`src/rtl/demux_nbit_1x4_buf_if.sv`:
```
// Producer/consumer bundle for the registered 1:4 demux; producer and consumers
// sit on the master side, the demux itself on the slave side.
interface demux_nbit_1x4_buf_if #(
  parameter int bus_size  = 16,
  parameter int cnt_width = 16
);
  logic [bus_size-1:0]   in_data;
  logic [1:0]            in_sel;
  logic                  in_valid;
  logic                  in_ready;
  logic [4*bus_size-1:0] out_data;
  logic [3:0]            out_valid;
  logic [3:0]            out_ready;
  logic [cnt_width-1:0]  acc_count;

  modport master (
    output in_data, in_sel, in_valid, out_ready,
    input  in_ready, out_data, out_valid, acc_count
  );

  modport slave (
    input  in_data, in_sel, in_valid, out_ready,
    output in_ready, out_data, out_valid, acc_count
  );
endinterface

```
`src/rtl/demux_nbit_1x4_buf.sv`:
```
// Registered 1:4 demux with a one-word buffer per channel; 1-cycle latency.
// A full, undrained channel stalls only words addressed to it (head-of-line on the input).
module demux_nbit_1x4_buf #(
  parameter int bus_size  = 16,
  parameter int cnt_width = 16
) (
  input  logic                  clk,
  input  logic                  rst,
  demux_nbit_1x4_buf_if.slave   bus
);

  typedef enum logic {
    EMPTY = 1'b0,
    FULL  = 1'b1
  } ch_state_t;

  ch_state_t            state_q [4];
  ch_state_t            state_d [4];
  logic [bus_size-1:0]  data_q  [4];
  logic [bus_size-1:0]  data_d  [4];
  logic [cnt_width-1:0] cnt_q;
  logic [cnt_width-1:0] cnt_d;
  logic [3:0]           valid;
  logic                 accept;

  always_ff @(posedge clk or posedge rst) begin
    if (rst) begin
      for (int k = 0; k < 4; k++) begin
        state_q[k] <= EMPTY;
        data_q[k]  <= '0;
      end
      cnt_q <= '0;
    end else begin
      for (int k = 0; k < 4; k++) begin
        state_q[k] <= state_d[k];
        data_q[k]  <= data_d[k];
      end
      cnt_q <= cnt_d;
    end
  end

  // Ready looks only at the addressed channel, so in_valid never feeds back into it.
  assign bus.in_ready = ~valid[bus.in_sel] | bus.out_ready[bus.in_sel];
  assign accept       = bus.in_valid & bus.in_ready;

  always_comb begin
    cnt_d = cnt_q;
    for (int k = 0; k < 4; k++) begin
      state_d[k] = state_q[k];
      data_d[k]  = data_q[k];
      case (state_q[k])
        EMPTY: begin
          if (accept && (bus.in_sel == 2'(k))) begin
            state_d[k] = FULL;
            data_d[k]  = bus.in_data;
          end
        end
        FULL: begin
          // A load into a draining channel replaces the word and stays FULL.
          if (accept && (bus.in_sel == 2'(k))) begin
            data_d[k] = bus.in_data;
          end else if (bus.out_ready[k]) begin
            state_d[k] = EMPTY;
          end
        end
        default: state_d[k] = EMPTY;
      endcase
    end
    if (accept) begin
      cnt_d = cnt_q + cnt_width'(1);
    end
  end

  for (genvar k = 0; k < 4; k++) begin : g_out
    assign valid[k]                               = (state_q[k] == FULL);
    assign bus.out_data[k*bus_size +: bus_size]   = data_q[k];
  end

  assign bus.out_valid = valid;
  assign bus.acc_count = cnt_q;

endmodule
```
`src/flat_wrapper.sv`:
```
// flat-port wrapper written by rule: the top's interface ports become plain ports
module demux_nbit_1x4_buf_flat 
#(
  parameter int bus_size  = 16,
  parameter int cnt_width = 16
)
  (clk, rst, bus_in_data, bus_in_sel, bus_in_valid, bus_out_ready, bus_in_ready, bus_out_data, bus_out_valid, bus_acc_count);
  demux_nbit_1x4_buf_if #(.bus_size(bus_size), .cnt_width(cnt_width)) bus_i ();
  input  logic clk;
  input  logic rst;
  input wire logic [$bits(bus_i.in_data)-1:0] bus_in_data;
  input wire logic [$bits(bus_i.in_sel)-1:0] bus_in_sel;
  input wire logic [$bits(bus_i.in_valid)-1:0] bus_in_valid;
  input wire logic [$bits(bus_i.out_ready)-1:0] bus_out_ready;
  output wire logic [$bits(bus_i.in_ready)-1:0] bus_in_ready;
  output wire logic [$bits(bus_i.out_data)-1:0] bus_out_data;
  output wire logic [$bits(bus_i.out_valid)-1:0] bus_out_valid;
  output wire logic [$bits(bus_i.acc_count)-1:0] bus_acc_count;
  assign bus_i.in_data = bus_in_data;
  assign bus_i.in_sel = bus_in_sel;
  assign bus_i.in_valid = bus_in_valid;
  assign bus_i.out_ready = bus_out_ready;
  assign bus_in_ready = bus_i.in_ready;
  assign bus_out_data = bus_i.out_data;
  assign bus_out_valid = bus_i.out_valid;
  assign bus_acc_count = bus_i.acc_count;
  demux_nbit_1x4_buf #(.bus_size(bus_size), .cnt_width(cnt_width)) u_core (.clk(clk), .rst(rst), .bus(bus_i));
endmodule
```
`config.mk`:
```
export PLATFORM = sky130hd
export DESIGN_NAME = demux_nbit_1x4_buf_flat
export DESIGN_NICKNAME = d
export VERILOG_FILES = /design/src/rtl/demux_nbit_1x4_buf_if.sv /design/src/rtl/demux_nbit_1x4_buf.sv /design/src/flat_wrapper.sv
export SDC_FILE = /design/constraint.sdc
export NUM_CORES = 1
export LEC_CHECK = 0
export CAP_MARGIN = 10
export CORE_MARGIN = 2
export CORE_UTILIZATION = 45
export CTS_BUF_LIST = sky130_fd_sc_hd__clkbuf_2
export DETAILED_ROUTE_END_ITERATION = 8
export GPL_TIMING_DRIVEN = 0
export PLACE_DENSITY = 0.86
export SLEW_MARGIN = 20
export SYNTH_ARGS = -nofsm -noshare
export SYNTH_HDL_FRONTEND = slang
export SYNTH_SLANG_ARGS = --single-unit
export TNS_END_PERCENT = 1
```
`constraint.sdc`:
```
create_clock -name clk -period 3.7 [get_ports clk]
set_input_delay 0.74 -clock clk [delete_from_list [all_inputs] [get_ports clk]]
set_output_delay 0.74 -clock clk [all_outputs]
set_load 0.02 [all_outputs]
```
; Word-level counts from Yosys, hierarchy flattened
; Cells that the tools add are included.
[word_totals]
register_bits = 84
out_inout_bits = 85
ramBits = 0
in_bits = 25
latchBits = 0
word_cells = 50
rom_bits = 0
memories = 0
[classes]
n_shift = 0
div = 0
mul = 0
magnitude_cmp = 1
bitwise = 7
eq_ne = 3
n_addsub = 1
n_reduce_logical = 5
n_mux = 24
[ops]
columns = operator, count
row1 = 16-bit two-way mux, 4
row2 = "16-bit by 1-bit adder with 16-bit output, second input constant", 1
row3 = 1-bit two-way mux, 14
row4 = 1-bit one-hot mux with 2 select lines, 4
row5 = 1-bit NOT, 5
row6 = 1-bit binary-select mux with 2-bit select, 2
row7 = "2-bit equality test, second input constant", 2
row8 = 1-bit logical AND, 4
row9 = "2-bit by 3-bit less-than comparator with 1-bit output, second input constant", 1
row10 = "2-bit by 1-bit equality test with 1-bit output, second input constant", 1
row11 = 2-bit logical NOT, 1
row12 = 1-bit bitwise AND, 1
row13 = 1-bit bitwise OR, 1

; Depth between registers and ports, before layout
; Gate-level depths: netlist of run 1.
[logic_depth]
ltp_word = 8
mapped_depth = 5
depth_no_buf = 5

; Worst setup path before layout of run 1
; Ideal clock, no wire load.
[synth_path]
path_kind = input -> output
startpoint = in bus_out_ready[3]
endpoint = out bus_in_ready
t_arrival_ns = 1.424
required_time_ns = 2.960
cell_stages = 3
path_slack_ns = 1.536
path_buffers = 0
path_cell_list = nor2b_4 > mux4_2 > inv_2
[synth_between]
elab_chain_len = 3
[synth_rtl]
columns = element, line_no
row1 = "start, declared", flat_wrapper.sv:14  ; input wire logic [$bits(bus_i.out_ready)-1:0] bus_out_ready;
row2 = 1-bit binary-select mux with 2-bit select, demux_nbit_1x4_buf.sv:43  ; assign bus.in_ready = ~valid[bus.in_sel] | bus.out_ready[bus.in_sel];
row3 = 1-bit two-way mux (not written as such), demux_nbit_1x4_buf.sv:43
row4 = 1-bit bitwise OR, demux_nbit_1x4_buf.sv:43
row5 = "end, declared", flat_wrapper.sv:15  ; output wire logic [$bits(bus_i.in_ready)-1:0] bus_in_ready;
; No other way between the ends. The select of a mux whose other input is x is not followed.

; Worst setup path in the final report of run 1
[layout_path]
startpoint = in bus_in_sel[1]
endpoint = out bus_in_ready
[layout_between]
elab_chain_len = 4
elab_cells_between_ends = 6
cone_classes = mux (4) / bitwise (2)
[layout_rtl]
columns = element, line_no
row1 = "start, declared", flat_wrapper.sv:12  ; input wire logic [$bits(bus_i.in_sel)-1:0] bus_in_sel;
row2 = 1-bit binary-select mux with 2-bit select, demux_nbit_1x4_buf.sv:43
row3 = 1-bit two-way mux (not written as such), demux_nbit_1x4_buf.sv:43
row4 = 1-bit NOT, demux_nbit_1x4_buf.sv:43
row5 = 1-bit bitwise OR (*), demux_nbit_1x4_buf.sv:43
; Every way passes the cells marked *; elsewhere a longest branch is shown, timed or not. The select of a mux whose other input is x is not followed.

==> impl_metrics.yaml, run 1 <==
global_route:
  overflow: 0
  grt_usage_pct: 19.13
  grt_pass1_vias: 2399
  grt_max_degree: 46
  grt_antenna_before_repair: 0
  grt_pass1_wl_mm: 12.28
sta:
  worst_slew_pin_slew_ns: 0.7911
  rsz0062_at_grt: "no"
  fmax_mhz: 293.5
  fin_crit_ns: 3.407
  fin_crit_sh_pct: 92.07
  drv_slew: 0
  hold_violations: 0
  hold_ws_ns: 0.4854
  setup_viol: 0
  clock_skew_ns: 0.02706
  max-slew-margin-rel_pct: 47.03
cells_and_area:
  area_delta_synth_final_pct: 39.61
  final_area_sq_um: 4657
  nNetsFinal: 368
  final_cells: 446
  diodes: 0
  drive_above_1_share_pct: 27.09
synthesis:
  yosysTopAreaCellShare_pct: 63.02
  syn_area_sq_um: 3336
  yosysMostFrequentCell: "dfrtp_1"
  ys_async_sr_fraction_pct: 100.0
  ys_warn_count: 0
  ys_ff_latch: 84
  synthFlopType: "dfrtp_1"
  synth_edf_count: 0
  syn-num-nets: 247
  synth_cell_type_count: 30
  synth-seq-area-share_pct: 63.02
  syn-instance-count: 221
  synth_common_cells: "84 x dfrtp_1, 64 x mux2_2, 11 x xor2_1"
  synth.area.top_cells: "dfrtp_1 63%, mux2_2 22%, xor2_1 2.9%, xnor2_1 1.1%, nor4_1 0.94%"
  yosys.area.top_type: "dfrtp_1"
  syn-mean-instance-area_sq_um: 15.09
clock_network:
  clock-sinks: 84
  cts_buffers: 9
  cts_max_path_buffers: 2
  holdBufCountCts: 0
  clkLatencyLatePin_ns: 0.50
  tritoncts: "yes"
  cts_resized: 0
  root_buffer: "clkbuf_2"
  clk_pin_slew_worst_paths_ns: 0.18
  ctsHtreeMaxLevel: 3
  cts_setup_buffers: 0
floorplanning:
  dieArea_sq_um: 8117
  die_x_microns: 90.10
  io_pins: 110
  core_area_sq_um: 7214
  row_count: 31
  die_h_microns: 90.10
  initial_core_util_pct: 46.24
power:
  leakage_nw: 2.000
  power.density_nw_per_um2: 549.5
  vdd_drop_max_mv: 0.3077
  total_power_w: 0.002559
detailed_routing:
  drtAntennaViolNets: 0
  drc: 0
  vias: 2243
  drt_pre_antenna_iters: 4
  viasPerCell: 5.029
  drt_iter0_drc: 65
  routed_wirelength_mm: 7.441
  wl_per_cell_microns: 16.68
placement:
  placed_cell_area_sq_um: 4573
  dp_hpwl_mm: 5.355
  portBuffers: 109
  dp_cells: 430
  finalWeightedCongestion: 0.7941
hold_path:
  worstHoldEndpoint: "u_core.bus.acc_count[15]"
  hold_path_depth: 1
  hp-class: "reg -> reg"
  hold_start: "u_core.bus.acc_count[15]"
worst_setup_path:
  r2r_slack_ns: 1.60
  regToRegStartpoint: "u_core.bus.out_valid[3]"
  crit_required_ns: 2.96
  crit_path_end_kind: "output port"
  critical_path_class: "in -> out"
  arrival_ns: 2.67
  cp_max_fo: 6
  reg2reg_to: "u_core.bus.out_data[52]"
  reg2regPathDepth: 4
  start_kind: "input port"
outcome:
  status: "complete, no violations"
run:
  maxCapViolCount: 0
[layout make-up]
type | instances | area, sq um
clock inverters | 5 | 28.78
multi-input cells | 127 | 1184
repair buffers | 110 | 1111
fillers | 572 | 2557
plain buffers | 6 | 35.03
flip-flops and latches | 84 | 2102
well taps | 99 | 123.9
inverters | 4 | 17.52
clock buffers | 11 | 55.05
[how the worst max path moves through the flow]
stage,startpoint,to,slack (ns)
after global placement,rst,u_core.bus.out_data[45],-0.45
after detailed placement,bus_in_sel[1],bus_in_ready,0.31
after CTS,bus_in_sel[1],bus_in_ready,0.30
after floorplan,rst,u_core.bus.acc_count[0],0.79
after global routing,bus_in_sel[1],bus_in_ready,0.24
final,bus_in_sel[1],bus_in_ready,0.29
[kinds of logic after synthesis]
kind of cell / share of synthesized area, %
adders and majority gates: 0.3750
buffers and inverters: 1.500
DFF: 63.02
and+or+nand+nor: 8.402
xor gates and xnor gates: 3.938
AOI/OAI and AO/OA: 0.1499
muxes: 22.62
[sequential cells by signal (all words and copies together) (netlist names)]
| signal | count |
|---|---|
| u_core.bus.acc_count | 16 |
| u_core.bus.out_data | 64 |
| u_core.bus.out_valid | 4 |
[report_power, final]
part           leakage, nW  total, W  switching, W  internal, W
sequential            1.02   0.00123      0.000128      0.00110
clock               0.0570  0.000381      0.000291    0.0000899
combinational        0.926  0.000946      0.000451     0.000495
[per-stage QoR]
stage          TNS, ns  worst slack (ns)  util [%]
5_1_grt              0            0.2438     64.55
2_1_floorplan        0            0.7949         -
3_3_place_gp    -37.30           -0.4474     63.08
3_5_place_dp         0            0.3081     63.39
4_1_cts              0            0.2956     64.55
6_report             0            0.2934     64.55
[critical path, stage by stage]
cell             delay (ns)
clkdlybuf4s50_1        0.60
mux4_2                 0.61
inv_2                  0.11
clkdlybuf4s50_1        0.60
[cell usage in the layout, fill, tap and decap left out, types with 4 or more instances in the layout]
master             n
buf_2              4
clkbuf_2          11
clkdlybuf4s50_1  109
dfrtp_1           84
mux2_2            64
nand2_1            8
nand3_1            5
nor3_1             5
nor4_1             5
xnor2_1            4
xor2_1            11
[per-layer routing]
| metal | wire length (microns) | global-route usage (%) | up-vias |
|---|---|---|---|
| met4 | 112 | 7.308 | 0 |
| met1 | 3123 | 23.27 | 1119 |
| li1 | - | - | 1025 |
| met5 | 0 | 0 | - |
| met2 | 3653 | 32.08 | 87 |
| met3 | 552 | 5.868 | 12 |
Power figures use the tool's default switching activity.
==> run 2: changes to the inputs <==
--- a/config.mk
+++ b/config.mk
@@ -6,13 +6,14 @@
 export NUM_CORES = 1
 export LEC_CHECK = 0
 export CAP_MARGIN = 10
+export CORE_ASPECT_RATIO = 0.9
 export CORE_MARGIN = 2
 export CORE_UTILIZATION = 45
 export CTS_BUF_LIST = sky130_fd_sc_hd__clkbuf_2
 export DETAILED_ROUTE_END_ITERATION = 8
 export GPL_TIMING_DRIVEN = 0
 export PLACE_DENSITY = 0.86
-export SLEW_MARGIN = 20
+export SKIP_LAST_GASP = 1
 export SYNTH_ARGS = -nofsm -noshare
 export SYNTH_HDL_FRONTEND = slang
 export SYNTH_SLANG_ARGS = --single-unit
==> run 2 against run 1 <==
Compared with the run above:
- sequential power is essentially flat
- clock skew fell by 0.0079 ns
- sequential share of layout area shrank 0.38 points
- clock power rose by 33%
- routed wire length shrank 3.1%
- utilization increased by 1.5 points
==> impl_metrics.yaml, run 2 (synthesized netlist as in run 1, its figures left out) <==
placement:
  dp_hpwl_mm: 5.199
  portBuffers: 109
  dp_cells: 424
  placed_cell_area_sq_um: 4573
  finalWeightedCongestion: 0.7404
detailed_routing:
  drt_pre_antenna_iters: 4
  wl_met1_mm: 3.108
  wl_met3_microns: 726
  top_layer: "met4"
  routed_wirelength_mm: 7.209
  drc: 0
  wl_met2_mm: 3.350
  drtAntennaViolNets: 0
  viasPerCell: 5.046
  vias: 2210
  wl_per_cell_microns: 16.46
  drt_iter0_drc: 64
sta:
  max-slew-margin-rel_pct: 47.74
  clock_skew_ns: 0.01919
  rsz0062_at_grt: "no"
  fin_crit_ns: 3.378
  drv_slew: 0
  fin_crit_sh_pct: 91.30
  setup_viol: 0
  fmax_mhz: 296.0
  hold_violations: 0
  worst_slew_pin_slew_ns: 0.7805
cells_and_area:
  area_delta_synth_final_pct: 40.81
  diodes: 0
  drive_above_1_share_pct: 27.25
  final_common_cell: "clkdlybuf4s50_1"
  post-route-util_pct: 66.05
  multi_input_area_sq_um: 1184
  nNetsFinal: 368
  final_cell_mix: "109 x clkdlybuf4s50_1, 84 x dfrtp_1, 64 x mux2_2"
  final_area_sq_um: 4697
  largest_reg_flops: 64
  final_cells: 438
  seq_area_sq_um: 2102
  fill_cells: 544
global_route:
  grt_pass1_wl_mm: 11.91
  overflow: 0
  grt_usage_pct: 19.23
  grt_pass1_vias: 2311
  grt_max_degree: 56
  grt_antenna_before_repair: 0
clock_network:
  holdBufCountCts: 0
  clk_pin_slew_worst_paths_ns: 0.21
  cts_resized: 0
  cts_buffers: 9
  tritoncts: "yes"
  ctsHtreeMaxLevel: 3
  cts_setup_buffers: 0
  clkLatencyLatePin_ns: 0.50
  root_buffer: "clkbuf_2"
  clock-sinks: 84
  cts_max_path_buffers: 2
power:
  power.density_nw_per_um2: 571.0
  leakage_nw: 2.024
  vdd_drop_max_mv: 0.3300
floorplanning:
  row_count: 29
  dieArea_sq_um: 8119
  io_pins: 110
  die_h_microns: 85.68
  core_area_sq_um: 7112
  die_x_microns: 94.76
  initial_core_util_pct: 46.90
hold_path:
  hp-class: "reg -> reg"
worst_setup_path:
  crit_path_end_kind: "output port"
  critical_path_class: "in -> out"
  cp_max_fo: 6
  start_kind: "input port"
  arrival_ns: 2.64
  crit_required_ns: 2.96
run:
  maxCapViolCount: 0
outcome:
  status: "complete, no violations"
[run 2: changes by cell type in the layout (fill, tap and decap cells not counted), sizes merged]
cell,before,now
bufinv,0,2
clkbuf,12,10
clkinv,4,3
clkinvlp,1,0
[run 2: routing by layer]
layer	global-route usage (%)	vias to the layer above
met5	0	-
li1	-	1021
met2	29.40	83
met1	24.22	1104
met4	4.875	0
met3	10.11	2
[run 2: power by group]
group,switching [W],internal [W]
Combinational,0.000449,0.000497
Sequential,0.000124,0.00110
Clock,0.000293,0.000216
Total,0.000865,0.00182
[run 2: worst max-delay path, stage by stage]
cell and delay [ns]:
clkdlybuf4s50_1 0.57, mux4_2 0.61, inv_2 0.11, clkdlybuf4s50_1 0.60
[run 2: cell type report]
cell class	instances	share of cell area, %
clock inverter	5	1.678
sequential	84	44.75
clock buffer	9	0.9590
buffer	6	0.7459
inverter	4	0.3729
multi-input combinational	127	25.20
timing repair buffer	110	23.81
tap	93	2.477
[run 2: final timing paths]
| kind | start | to | slack [ns] | cells after the start |
|---|---|---|---|---|
| worst max-delay path | bus_in_sel[1] | bus_in_ready | 0.32 | 4 |
| worst min-delay path | u_core.bus.acc_count[15] | u_core.bus.acc_count[15] | 0.49 | 1 |
| worst max register to register | u_core.bus.out_valid[3] | u_core.bus.out_data[50] | 1.65 | 4 |
| worst min register to register | u_core.bus.acc_count[15] | u_core.bus.acc_count[15] | 0.49 | 1 |
| max in group asynchronous | rst | u_core.bus.out_valid[3] | 2.56 | 3 |
| min in group asynchronous | rst | u_core.bus.acc_count[2] | 0.55 | 2 |
[run 2: per-stage QoR]
stage          setup TNS, ns  hold WS, ns  worst slack (ns)  power [W]
2_1_floorplan              0       0.5777            0.7949   0.001703
3_3_place_gp          -37.22       0.4570           -0.4470   0.002171
3_5_place_dp               0       0.4626            0.3141   0.002201
4_1_cts                    0       0.4890            0.3165   0.002718
5_1_grt                    0       0.5007            0.2529   0.002825
6_report                   0       0.4888            0.3219   0.002682
==> run 3: changes to the inputs <==
--- a/config.mk
+++ b/config.mk
@@ -7,7 +7,6 @@
 export LEC_CHECK = 0
 export CAP_MARGIN = 10
 export CORE_ASPECT_RATIO = 0.9
-export CORE_MARGIN = 2
 export CORE_UTILIZATION = 45
 export CTS_BUF_LIST = sky130_fd_sc_hd__clkbuf_2
 export DETAILED_ROUTE_END_ITERATION = 8
==> run 3 against run 2 <==
Compared with the run above:
- global-route usage up 0.73 points
- hold slack improved by 0.0036 ns
- non-clock buffer count did not move
- critical path depth did not move
- final cell count up 0.46%
- via count is 0.32% higher
==> impl_metrics.yaml, run 3 (synthesized netlist as in run 1, its figures left out) <==
sta:
  hold_violations: 0
  rsz0062_at_grt: "no"
  hold_ws_ns: 0.4924
  clock_skew_ns: 0.01825
  drv_slew: 0
  max-slew-margin-rel_pct: 49.24
  fin_crit_ns: 3.386
  worst_slew_pin_slew_ns: 0.7573
  setup_ws_ns: 0.3139
  fin_crit_sh_pct: 91.52
  fmax_mhz: 295.3
  setup_viol: 0
placement:
  pre_cts_ws_ns: 0.3070
  dp_hpwl_mm: 5.191
  finalWeightedCongestion: 0.7289
  portBuffers: 109
  placed_cell_area_sq_um: 4566
clock_network:
  cts_buffers: 9
  cts_setup_buffers: 0
  holdBufCountCts: 0
  clk_pin_slew_worst_paths_ns: 0.21
  tritoncts: "yes"
  cts_resized: 0
  clkLatencyLatePin_ns: 0.53
  cts_max_path_buffers: 2
  clock-sinks: 84
  root_buffer: "clkbuf_2"
  ctsHtreeMaxLevel: 3
worst_setup_path:
  crit_required_ns: 2.96
  arrival_ns: 2.65
  critical_path_class: "in -> out"
  path_delay_family: "buffers and inverters"
  reg2reg_to: "u_core.bus.out_data[22]"
  crit_path_end_kind: "output port"
  crit_buf_inv: 3
  regToRegStartpoint: "u_core.bus.out_valid[1]"
  crit_path_frequent_cell: "clkdlybuf4s50_1"
  r2r_slack_ns: 1.62
  cpMaxStageDelayCell: "mux4_2"
  cp_max_fo: 6
  start_kind: "input port"
  reg2regPathDepth: 4
  cp_cell_sequence: "clkdlybuf4s50_1 > mux4_2 > inv_2 > clkdlybuf4s50_1"
  critPathMaxStageDelay_ns: 0.61
hold_path:
  hp-class: "reg -> reg"
  hold_path_depth: 1
  hold_start: "u_core.bus.acc_count[15]"
  worstHoldEndpoint: "u_core.bus.acc_count[15]"
power:
  total_power_w: 0.002703
  power.density_nw_per_um2: 574.9
  leakage_nw: 2.026
  vdd_drop_max_mv: 0.3644
cells_and_area:
  post-route-util_pct: 66.12
  area_delta_synth_final_pct: 40.96
  largest_reg_flops: 64
  nNetsFinal: 368
  multi_input_area_sq_um: 1184
  final_area_sq_um: 4702
  final_cell_mix: "109 x clkdlybuf4s50_1, 84 x dfrtp_1, 64 x mux2_2"
  fill_cells: 547
  drive_above_1_share_pct: 27.38
  final_common_cell: "clkdlybuf4s50_1"
  seq_area_sq_um: 2102
  diodes: 0
detailed_routing:
  wl_per_cell_microns: 16.12
  drtAntennaViolNets: 0
  drc: 0
  drt_pre_antenna_iters: 4
  vias: 2217
  viasPerCell: 5.039
  drt_iter0_drc: 45
  routed_wirelength_mm: 7.092
floorplanning:
  dieArea_sq_um: 7762
  row_count: 29
  die_h_microns: 83.68
  io_pins: 110
  die_x_microns: 92.76
  core_area_sq_um: 7112
  initial_core_util_pct: 46.90
global_route:
  overflow: 0
  grt_pass1_vias: 2357
  grt_pass1_wl_mm: 11.70
  grt_usage_pct: 19.96
  grt_max_degree: 44
  grt_antenna_before_repair: 0
run:
  maxCapViolCount: 0
outcome:
  status: "complete, no violations"
-- run 3: changes by cell type in the layout (fill, tap and decap cells not counted) --
cell / previous run / this run
buf_16: 1 / 0
clkinv_4: 1 / 2
buf_12: 0 / 1
clkinv_1: 0 / 1
-- run 3: through the flow --
stage               std cells  setup TNS, ns
detailed placement        424              0
floorplan                 221              0
global route              440              0
finish                    440              0
global placement          423         -39.33
CTS                       440              0
-- run 3: cell type report --
| type | count | share of cell area (%) |
|---|---|---|
| flip-flops and latches | 84 | 44.70 |
| multi-input cells | 127 | 25.17 |
| repair buffers | 110 | 23.63 |
| well taps | 93 | 2.475 |
| clock inverters | 7 | 1.943 |
| clock buffers | 9 | 0.9580 |
| plain buffers | 6 | 0.7451 |
| inverters | 4 | 0.3725 |
-- run 3: per-layer routing --
metal	share of wire, %	wire length [microns]	vias to the layer above	global-route usage (%)
met4	1.0	74	0	5.035
li1	-	-	1022	-
met1	41	2887	1112	24.27
met5	0	0	-	0
met2	48	3417	74	31.72
met3	10	712	9	9.927
-- run 3: how the worst max path moves through the flow --
| stage | startpoint | endpoint | slack, ns | depth (start not counted) |
|---|---|---|---|---|
| 5_1_grt | bus_in_sel[1] | bus_in_ready | 0.20 | 4 |
| 4_1_cts | bus_in_sel[1] | bus_in_ready | 0.30 | 4 |
| 2_1_floorplan | rst | u_core.bus.acc_count[0] | 0.79 | 1 |
| 3_3_place_gp | rst | u_core.bus.out_data[26] | -0.47 | 2 |
| 3_5_place_dp | bus_in_sel[1] | bus_in_ready | 0.31 | 4 |
| 6_report | bus_in_sel[1] | bus_in_ready | 0.31 | 4 |
-- run 3: worst register-to-register path, cell delays in order, from the launching register on --
cell     delay, ns
dfrtp_1       0.44
nor2b_4       0.14
nor3_2        0.62
buf_2         0.41
mux2_2        0.38
-- run 3: power breakdown --
group	internal (W)	switching, W
Clock	0.000222	0.000311
Combinational	0.000496	0.000449
Sequential	0.00110	0.000121
Total	0.00182	0.000881
